[config.mk]
export PLATFORM = sky130hd
export DESIGN_NAME = serial_receiver
export DESIGN_NICKNAME = d
export VERILOG_FILES = /design/src/rtl/serial_pkg.sv /design/src/rtl/serial_receiver.sv
export SDC_FILE = /design/constraint.sdc
export NUM_CORES = 1
export LEC_CHECK = 0
export ABC_AREA = 0
export BUFFER_PORTS_ARGS = -buffer_cell sky130_fd_sc_hd__buf_2
export CAP_MARGIN = 20
export CORE_ASPECT_RATIO = 0.8
export CORE_MARGIN = 2
export CORE_UTILIZATION = 49
export CTS_CLUSTER_DIAMETER = 200
export DETAILED_ROUTE_END_ITERATION = 8
export PLACE_DENSITY = 0.8
export SLEW_MARGIN = 20
export SYNTH_ARGS = -nofsm -noshare
export SYNTH_HDL_FRONTEND = slang
export SYNTH_SLANG_ARGS = --single-unit
[constraint.sdc]
create_clock -name clk -period 2 [get_ports clk]
set_clock_uncertainty 0.2 [all_clocks]
set_input_delay 0.1 -clock clk [delete_from_list [all_inputs] [get_ports clk]]
set_output_delay 0.1 -clock clk [all_outputs]
set_load 0.01 [all_outputs]
[src/rtl/serial_pkg.sv]
// serial_pkg: encodings and frame constants shared by both ends of the 1-bit serial link.
package serial_pkg;

  localparam logic [2:0] S_IDLE   = 3'd0;
  localparam logic [2:0] S_DATA   = 3'd1;
  localparam logic [2:0] S_PARITY = 3'd2;
  localparam logic [2:0] S_STOP   = 3'd3;
  localparam logic [2:0] S_BREAK  = 3'd4;

  // start + 7 data + parity + stop
  localparam int FRAME_BITS = 10;
  // 1: total ones over data and parity must be odd
  localparam bit PARITY_ODD = 1'b1;

  typedef enum logic [2:0] {
    ST_IDLE   = S_IDLE,
    ST_DATA   = S_DATA,
    ST_PARITY = S_PARITY,
    ST_STOP   = S_STOP,
    ST_BREAK  = S_BREAK
  } state_t;

endpackage

[src/rtl/serial_receiver.sv]
// serial_receiver: deframes the LSB-first serial link, checks parity and stop bit,
// and holds each word for the consumer until it is acknowledged.
//
//  state  | meaning
//  IDLE   | line idle, waiting for a start bit (0)
//  DATA   | sampling payload bits d0..d(DATA_W-1)
//  PARITY | sampling the parity bit
//  STOP   | sampling the stop bit; the frame is committed on this edge
//  BREAK  | stop bit was 0; waiting for the line to return high
module serial_receiver
  import serial_pkg::*;
#(
  parameter int DATA_W = FRAME_BITS - 3
) (
  input  logic              clk,
  input  logic              rstn,
  input  logic              serial_in,
  output logic [DATA_W-1:0] data_out,
  output logic              data_valid,
  input  logic              data_ack,
  output logic              parity_err,
  output logic              frame_err,
  output logic              overrun,
  output logic              busy
);

  localparam int               CNT_W    = $clog2(DATA_W);
  localparam logic [CNT_W-1:0] LAST_BIT = CNT_W'(DATA_W - 1);

  state_t            r_state;
  logic [CNT_W-1:0]  r_bit_cnt;
  logic [DATA_W-1:0] r_shreg;
  logic [DATA_W-1:0] r_data;
  logic              r_par;
  logic              r_valid;
  logic              r_perr;
  logic              r_ferr;
  logic              r_ovr;
  logic              r_busy;

  // Deframing FSM plus commit and consumer handshake; every output is registered here.
  always_ff @(posedge clk) begin
    if (!rstn) begin
      r_state   <= ST_IDLE;
      r_bit_cnt <= '0;
      r_shreg   <= '0;
      r_data    <= '0;
      r_par     <= 1'b0;
      r_valid   <= 1'b0;
      r_perr    <= 1'b0;
      r_ferr    <= 1'b0;
      r_ovr     <= 1'b0;
      r_busy    <= 1'b0;
    end else begin
      // An ack drops valid; a commit on the same edge overrides it below.
      if (data_ack && r_valid) r_valid <= 1'b0;

      case (r_state)
        ST_IDLE: begin
          if (!serial_in) begin
            r_state   <= ST_DATA;
            r_bit_cnt <= '0;
            r_busy    <= 1'b1;
          end
        end
        ST_DATA: begin
          r_shreg[r_bit_cnt] <= serial_in;
          if (r_bit_cnt == LAST_BIT) r_state <= ST_PARITY;
          else                       r_bit_cnt <= r_bit_cnt + 1'b1;
        end
        ST_PARITY: begin
          r_par   <= serial_in;
          r_state <= ST_STOP;
        end
        ST_STOP: begin
          // Errors are reported alongside the word, never instead of it.
          r_data  <= r_shreg;
          r_perr  <= (^{r_par, r_shreg}) != PARITY_ODD;
          r_ferr  <= ~serial_in;
          r_valid <= 1'b1;
          if (r_valid && !data_ack) r_ovr <= 1'b1;
          if (serial_in) begin
            r_state <= ST_IDLE;
            r_busy  <= 1'b0;
          end else begin
            r_state <= ST_BREAK;
          end
        end
        ST_BREAK: begin
          // A stuck-low line must not be deframed as a run of zero frames.
          if (serial_in) begin
            r_state <= ST_IDLE;
            r_busy  <= 1'b0;
          end
        end
        default: begin
          r_state <= ST_IDLE;
          r_busy  <= 1'b0;
        end
      endcase
    end
  end

  assign data_out   = r_data;
  assign data_valid = r_valid;
  assign parity_err = r_perr;
  assign frame_err  = r_ferr;
  assign overrun    = r_ovr;
  assign busy       = r_busy;

endmodule

# [After elaboration in Yosys (flattened, before gate mapping)]
# Index checks and enable logic that the tools add are counted.
# W data, S select, Z words.
[word_totals] word_cells=56 n_memories=0 romBits=0 latchBits=0 ramBits=0 output_inout_bits=12 register_bits=26 input_bits=4
[op_classes] n_shift=0 n_div=0 magnitude_cmp=2 muxes=16 eq_ne=10 reduce_logical=14 multipliers=0 bitwise=3 addsub=1
[op_table] op="$mux W3" n=6
[op_table] op="$pmux W3 S5" n=1
[op_table] op="$reduce_and A3 Y1" n=3
[op_table] op="$ne A2 B2 Y1 const B" n=4
[op_table] op="$reduce_xor A8 Y1" n=1
[op_table] op="$bwmux W7" n=1
[op_table] op="$eq A3 B2 Y1 const B" n=2
[op_table] op="$eq A3 B3 Y1 const B" n=2
[op_table] op="$pmux W3 S2" n=1
[op_table] op="$mux W1" n=5
[op_table] op="$lt A3 B4 Y1 const B" n=1
[op_table] op="$reduce_bool A2 Y1" n=2
[op_table] op="$reduce_or A2 Y1" n=2
[op_table] op="$add A3 B1 Y3 const B" n=1
[op_table] op="$demux W1 S3" n=1
[op_table] op="$eq A3 B1 Y1 const B" n=1
[op_table] op="$ge A3 B1 Y1 const B" n=1
[op_table] op="$logic_and A1 B1 Y1" n=3
[op_table] op="$logic_not A3 Y1" n=1
[op_table] op="$not A1 Y1" n=3
[op_table] op="$pmux W1 S3" n=1
[op_table] op="$ne A2 B1 Y1 const B" n=1
[op_table] op="$reduce_and A2 Y1" n=1
[op_table] op="$logic_not A1 Y1" n=1

# [Longest topological paths before layout]
# Gate-level depths: netlist (run 1).
[logic_depth] word_depth=5 mapped_depth=6 mapped_depth_nobuf=6

# [Least setup slack after synthesis (run 1)]
# OpenSTA, ideal clock, no wires.
[synth_path] kind="reg-to-reg" startpoint="reg r_bit_cnt[0]" endpoint="reg r_bit_cnt[0]" arrival_time_ns=1.140 path_stages_with_launch=7 period_less_slack_ns=1.456 slack_ns=0.544 setup_time_ns=0.116 path_cell_list="dfxtp_1 inv_1 ha_1 nand3_1 nand3_1 mux2i_1 nor2b_1"
[synth_between] elab_chain_cells=3 elab_cells_between_ends=6 classes_between="add/sub (1); eq/ne (2); mux (2); reduce/logical (1)"
[synth_rtl] item="start, declared" line_no="serial_receiver.sv:31" rtl="logic [CNT_W-1:0] r_bit_cnt;"
[synth_rtl] item="start signal, assigned" line_no="serial_receiver.sv:69" rtl="else r_bit_cnt <= r_bit_cnt + 1'b1;"
[synth_rtl] item="$add A3 B1 Y3 / $eq A3 B3 Y1 (equally long branches)" line_no="serial_receiver.sv:69, serial_receiver.sv:68"
[synth_rtl] item="$mux W3 / $ne A2 B2 Y1 (equally long branches)"
[synth_rtl] item="$pmux W3 S2 / $reduce_and A3 Y1 (equally long branches)"
# Parallel ways exist; a longest one is shown, timed or not. The select of a mux whose other input is x is not followed.
# A chain may end at the register's enable or synchronous reset.

# [Worst setup path after layout (run 1)]
[layout_path] startpoint="reg r_state[0]" endpoint="reg r_shreg[6]"
[layout_between] elab_chain_cells=1
[layout_rtl] item="start, declared" line_no="serial_receiver.sv:30" rtl="state_t r_state;"
[layout_rtl] item="start signal, assigned" line_no="serial_receiver.sv:44" rtl="r_state <= ST_IDLE;"
[layout_rtl] item="start signal, assigned" line_no="serial_receiver.sv:61" rtl="r_state <= ST_DATA;"
[layout_rtl] item="start signal, assigned" line_no="serial_receiver.sv:68" rtl="if (r_bit_cnt == LAST_BIT) r_state <= ST_PARITY;"
[layout_rtl] item="$eq A3 B1 Y1" line_no="serial_receiver.sv:58" rtl="case (r_state)"
[layout_rtl] item="end signal, assigned by index" line_no="serial_receiver.sv:67" rtl="r_shreg[r_bit_cnt] <= serial_in;"
[layout_rtl] item="end, declared" line_no="serial_receiver.sv:32" rtl="logic [DATA_W-1:0] r_shreg;"
# Every way passes these cells.

==> impl_results.md, run 1 <==
* Outcome: completed
* TNS Setup at 0 ps
* Antenna fix cells at 0
* Die Y at 48.7 um
* Worst Hold Class: flop to flop
* Final Hold Viols at 0
* Clock tree sinks at 26
* First-pass GRT wire length at 3.91 mm
* Max Used Layer: met4
* Kind of end point of the critical path: flop
* Clk buf depth at 2
* DRC viols at 0
* Pwr Density at 701 mW/mm2
* CP max stage delay at 600 ps
* Placed cell count at between 150 and 200
* Commonest cells in the netlist: dfxtp_1, nand2_1, a21boi_0
* Number of buffers created by CTS at 3
* Worst Reg-to-Reg Cells at 4
* Period utilisation layout at 0.863
* Cts repair resizes at 0
* Max_cap viols at 0
* Total grt overflow at 0
* Switching fraction of total power at 0.212
* Seq/Total Area, Yosys at 0.425
* Combinational cell fraction of total power at 0.061
* Initial antenna violation count at 0
* CP cell instances: nor4b_4 > nand3_2 > mux2i_1 > nor2b_1
* Clk pin slew, worst setup/hold paths at 150 ps
* # nets final at 159
* Prevailing post-synth register cell: dfxtp_1
* Worst-Skew Late Latency at approximately 330 ps
* Share of cells above drive strength 1 at 0.138
* Internal power at 0.758 mW
* Hold_sp: data_out[4]$_SDFFE_PN0P_
* Max H-tree Level at 1
* Max IR drop VDD at 554 uV
* Critical path class: flop to flop
* Pin count of the biggest net entering global routing at 28
* Hold Crit Depth at 2
* DR vias at 968
* Async SR Flop Fraction at 0
* Post-Syn Nets at 145
* Number of synthesized flops with an enable pin at 0
* Met2 Wirelength at 1.02 mm
* Final Instance Count excl. Fillers at 179
* Clk pwr share at 0.381
* Area delta synth->final at 12.1%
* Synth warn at 0
* CP Max Fanout at 15
* R2r endpoint: r_shreg[6]$_SDFFE_PN0P_
* Setup Slack @ Placement at 317 ps
* Crit path DAT at 1760 ps
* Slew Limit Headroom at 0.681
* Synth Cell Area at 0.00122 mm2
* Postcts setup bufs at 0
* Slew Limit Fails at 0
* CP required at 2040 ps
* Power share of the sequential group at 0.558
* Synth area leader: dfxtp_1
* Post-route minimum period at 1730 ps
* Die Wd at 59.9 um
* CTS root buf: clkbuf_4
* Endpoints failing setup at 0
* Slew @ Worst Pin at 476 ps
* R2r startpoint: r_state[0]$_SDFFE_PN0P_
* Met1 Routed Length at 1.10 mm
* Hold Buf Count CTS at 3
* Final Wtd Congestion at 0.807
* Fillers at between 200 and 250
* Total core area at approximately 0.0024 mm2
* CP max-delay cell: dfxtp_1
* Initial Util at 0.509
* CTS tree: built
* Wirelength per Cell at 12.4 um
* Post-route ant nets at 0
* Number of global-route vias before repair at 885
* F_max at 580 MHz
* Avg Cell Area, Syn at 8.80 um2
* First-pass DRT Iterations at 4
* WL final at 2.23 mm
* Row count at 16
* Hpwl dp at 1.55 mm
* I/O pin cnt at 16
* Drt initial violations at 37
* Type of origin of the critical path: flop
* Synth unique cells at 30
* Die Area at slightly below 0.003 mm2
* Wire length on met3 at about 95 um
* FF+latch count, synth at 26
* GRT Util Overall at 0.173
* Worst Hold End: data_out[4]$_SDFFE_PN0P_
* Port Buffers at 15
* Leak at 0.555 nW
* Top cell type's share of synthesized area at 0.425
* Final WS setup at 275 ps
* Final core occ at 0.571
* NetSw at 0.203 mW
* R2r setup slk at 270 ps
* RSZ-0062 raised after global routing: false
* Synth Instances at ~140
* Most area-consuming cells after synthesis: dfxtp_1, nand2_1, a21boi_0, mux2i_1, xnor2_1
* Vias per cell at 5.41
kinds of logic (layout without fill, tap and decap cells):
| group | after synthesis | count (layout) | synth area share |
|---|---|---|---|
| and+or+nand+nor | 62 | 62 | 0.269 |
| AOI/OAI and AO/OA | 24 | 24 | 0.137 |
| buffers and inverters | 11 | 24 | 0.0419 |
| adders and majority gates | 2 | 2 | 0.0204 |
| DFF | 26 | 26 | 0.425 |
| muxes | 6 | 6 | 0.0491 |
| xor gates and xnor gates | 8 | 8 | 0.0573 |
layout by cell type, fill, tap and decap left out, types with 2 or more instances in the layout:
master	instances
ha_1	2
nand2_1	26
o21a_1	2
dlygate4sd3_1	3
buf_2	15
nor2b_1	8
xnor2_1	6
clkbuf_4	3
o21ai_0	4
and3_1	2
dfxtp_1	26
nor2_1	6
a21boi_0	12
a21oi_1	3
nand2b_1	3
nand4_1	4
mux2i_1	6
nand3_1	6
xor2_1	2
inv_1	2
flip-flops by register name (all words and copies together), names as in the netlist:
name	flops
busy	1
data_out	7
data_valid	1
frame_err	1
overrun	1
parity_err	1
r_bit_cnt	3
r_par	1
r_shreg	7
r_state	3
layer usage:
metal | vias to the layer above | GRT usage
met4 | 0 | 0.0481
li1 | 499 | -
met3 | 2 | 0.0535
met5 | - | 0
met2 | 24 | 0.252
met1 | 443 | 0.245
layout make-up:
class	count	area (um2)	share of cell area
timing repair buffer	18	105	0.0766
multi-input combinational	102	652	0.475
inverter	2	7.51	0.00547
sequential	26	520	0.380
clock buffer	3	22.5	0.0164
tap	27	33.8	0.0246
clock inverter	1	30.0	0.0219
metrics by stage:
step           instance area [um2]  hold WS [ps]  total power [mW]
6_report                      1370           268             0.962
5_1_grt                       1370           305              1.00
4_1_cts                       1370           275             0.969
3_5_place_dp                  1290           241             0.601
3_3_place_gp                  1290           203             0.600
2_1_floorplan                 1220          39.9             0.588
how the worst max path moves through the flow:
stage	startpoint	end	cells after the start
floorplan	r_bit_cnt[0]$_SDFFE_PN0P_	r_bit_cnt[0]$_SDFFE_PN0P_	6
global placement	r_state[1]$_SDFFE_PN0P_	frame_err$_SDFFE_PN0P_	4
detailed placement	r_state[1]$_SDFFE_PN0P_	frame_err$_SDFFE_PN0P_	4
CTS	r_state[0]$_SDFFE_PN0P_	r_shreg[6]$_SDFFE_PN0P_	4
global route	r_state[1]$_SDFFE_PN0P_	frame_err$_SDFFE_PN0P_	4
finish	r_state[0]$_SDFFE_PN0P_	r_shreg[6]$_SDFFE_PN0P_	4
power groups by stage:
stage	Clock [mW]	Sequential, mW	Combinational (mW)
2_1_floorplan	0	0.543	0.0449
3_5_place_dp	0	0.547	0.0542
3_3_place_gp	0	0.546	0.0535
4_1_cts	0.374	0.536	0.0591
6_report	0.367	0.536	0.0588
5_1_grt	0.396	0.538	0.0659
critical path, delay by kind of cell, from the launching register on:
family	cells	cell delay (ps)
and+or+nand+nor	3	680
muxes	1	160
DFF	1	600
Power figures use the tool's default switching activity.
==> run 2, diff against run 1 <==
--- a/config.mk
+++ b/config.mk
@@ -6,14 +6,14 @@
 export NUM_CORES = 1
 export LEC_CHECK = 0
 export ABC_AREA = 0
-export BUFFER_PORTS_ARGS = -buffer_cell sky130_fd_sc_hd__buf_2
 export CAP_MARGIN = 20
 export CORE_ASPECT_RATIO = 0.8
 export CORE_MARGIN = 2
 export CORE_UTILIZATION = 49
 export CTS_CLUSTER_DIAMETER = 200
 export DETAILED_ROUTE_END_ITERATION = 8
-export PLACE_DENSITY = 0.8
+export DONT_BUFFER_PORTS = 1
+export PLACE_DENSITY = 0.75
 export SLEW_MARGIN = 20
 export SYNTH_ARGS = -nofsm -noshare
 export SYNTH_HDL_FRONTEND = slang
==> run 2 against run 1 <==
Net effect:
- highest routed layer unchanged
- critical endpoint unchanged
- hold slack better by 36 ps
- clock power is 29% lower
- sequential power hardly changed
- core utilization is 3.5 points lower
- fmax is 0.62% lower
==> impl_results.md, run 2 (synthesis results as in run 1) <==
* Clk pwr share at 0.307 (-0.074)
* Drt initial violations at 24 (-35%)
* Outcome: completed
* Post-route ant nets at 0 (unchanged)
* TNS Setup at 0 ps (unchanged)
* Critical path class: flop to flop
* CP cell instances: nor4b_4 > nand3_2 > mux2i_1 > nor2b_1
* Clk buf depth at 2 (unchanged)
* F_max at 576 MHz (-0.62%)
* Design Power at 0.854 mW (-11%)
* Kind of end point of the critical path: flop
* Pwr Density at 664 mW/mm2 (-5.4%)
* Hold Crit Depth at 2 (unchanged)
* Commonest cells after routing, fill and taps aside: nand2_1, dfxtp_1, a21boi_0
* Power share of the sequential group at 0.629 (+0.071)
* Fillers at 219 (-0.45%)
* First-pass GRT wire length at 3.93 mm (+0.36%)
* Share of cells above drive strength 1 at 0.0507 (-0.0874)
* Final Hold Viols at 0 (unchanged)
* # nets final at 145 (-8.8%)
* Port Buffers at 0 (-15)
* DRC viols at 0 (unchanged)
* Total grt overflow at 0 (unchanged)
* Clock tree sinks at 26 (unchanged)
* Switching fraction of total power at 0.223 (+0.0115)
* Placed cell count at 158 (-8.1%)
* Die Area at 0.00292 mm2 (unchanged)
* Hpwl dp at 1.60 mm (+3.2%)
* Vias per cell at 5.75 (+6.4%)
* Initial antenna violation count at 0 (unchanged)
* RSZ-0062 raised after global routing: false
* Combinational cell fraction of total power at 0.064 (+0.003)
* FF+latch area at 520 um2 (unchanged)
* First-pass DRT Iterations at 4 (unchanged)
* Slew Limit Fails at 0 (unchanged)
* GRT Util Overall at 0.177 (+0.00450)
* Initial Util at 0.509 (unchanged)
* Slew @ Worst Pin at 764 ps (+287 ps)
* CTS root buf: clkbuf_4
* Crit path DAT at 1770 ps (about the same)
* Clk pin slew, worst setup/hold paths at 140 ps (about the same)
* Wirelength per Cell at 14.0 um (+13%)
* CP max-delay cell: dfxtp_1
* Post-route minimum period at 1740 ps (+10.8 ps)
* Worst Hold Class: flop to flop
* Endpoints failing setup at 0 (unchanged)
* Setup Slack @ Placement at 315 ps (-1.78 ps)
* CTS tree: built
* Period utilisation layout at 0.868 (+0.00538)
* I/O pin cnt at 16 (unchanged)
* Leak at 0.474 nW (-15%)
* CP Max Fanout at 15 (unchanged)
* DR vias at 949 (-2.0%)
* Die Y at 48.7 um (unchanged)
* Max IR drop VDD at 291 uV (-47%)
* Worst-Skew Late Latency at 320 ps (about the same)
* Worst Reg-to-Reg Cells at 4 (unchanged)
* Number of global-route vias before repair at 893 (+0.90%)
* Internal power at 0.664 mW (-12%)
* Total core area at 0.00240 mm2 (unchanged)
* Final WS setup at 264 ps (-10.8 ps)
* WL final at 2.31 mm (+4.0%)
* Die Wd at 59.9 um (unchanged)
* Max H-tree Level at 1 (unchanged)
* Max_cap viols at 0 (unchanged)
* Multi-input logic area at 652 um2 (unchanged)
* Number of buffers created by CTS at 3 (unchanged)
* Final Wtd Congestion at 0.773 (-4.2%)
* Antenna fix cells at 0 (unchanged)
* Postcts setup bufs at 0 (unchanged)
* CP required at 2040 ps (about the same)
* NetSw at 0.191 mW (-6.3%)
* Pin count of the biggest net entering global routing at 28 (unchanged)
* Final Instance Count excl. Fillers at 165 (-7.8%)
* Slew Limit Headroom at 0.489 (-0.192)
* CP max stage delay at 630 ps (+30 ps)
* Area delta synth->final at 5.21%
* Type of origin of the critical path: flop
* Row count at 16 (unchanged)
==> run 2: metal layers <==
layer / track usage / wire length (um) / share of wire / up-vias
met2: 0.283 / 1100 / 0.47 / 21
met5: 0 / 0 / 0 / -
met3: 0.0695 / 97 / 0.042 / 7
met1: 0.220 / 1090 / 0.47 / 454
li1: - / - / - / 467
met4: 0.0481 / 34 / 0.015 / 0
==> run 2: power by group through the flow <==
| stage | Clock [mW] | Sequential [mW] | Combinational, mW |
|---|---|---|---|
| 3_3_place_gp | 0 | 0.547 | 0.0387 |
| 6_report | 0.262 | 0.537 | 0.0550 |
| 2_1_floorplan | 0 | 0.543 | 0.0449 |
| 5_1_grt | 0.294 | 0.539 | 0.0606 |
| 3_5_place_dp | 0 | 0.548 | 0.0402 |
| 4_1_cts | 0.272 | 0.537 | 0.0550 |
==> run 2: per-stage QoR <==
| stage | util | cell area [um2] | hold slack (ps) |
|---|---|---|---|
| after detailed placement | 0.508 | 1220 | -20.7 |
| after global placement | 0.508 | 1220 | -22.4 |
| final | 0.536 | 1290 | 304 |
| after floorplan | - | 1220 | 39.9 |
| after CTS | 0.536 | 1290 | 311 |
| after global routing | 0.536 | 1290 | 328 |
==> run 2: cell type report <==
class,instances,area share
tap,27,0.0262
timing repair buffer,4,0.0292
inverter,2,0.00583
clock buffer,4,0.0282
multi-input combinational,102,0.506
sequential,26,0.404
==> run 2: critical path, delay by kind of cell (launching register included) <==
kind | cells | cell delay (ps)
mux | 1 | 150
flops | 1 | 630
simple gates | 3 | 680
==> run 2: timing repair <==
action	in CTS	in global routing
endpoints found under the hold margin	26	0
hold buffers	3	0
resized for setup	0	0
setup endpoints to repair	0	0
==> run 2: final timing paths <==
| kind | to | start | slack, ps |
|---|---|---|---|
| worst max-delay path | r_shreg[6]$_SDFFE_PN0P_ | r_state[0]$_SDFFE_PN0P_ | 260 |
| worst min register to register | r_shreg[4]$_SDFFE_PN0P_ | r_shreg[4]$_SDFFE_PN0P_ | 300 |
| worst min-delay path | r_shreg[4]$_SDFFE_PN0P_ | r_shreg[4]$_SDFFE_PN0P_ | 300 |
| worst max register to register | r_shreg[6]$_SDFFE_PN0P_ | r_state[0]$_SDFFE_PN0P_ | 260 |
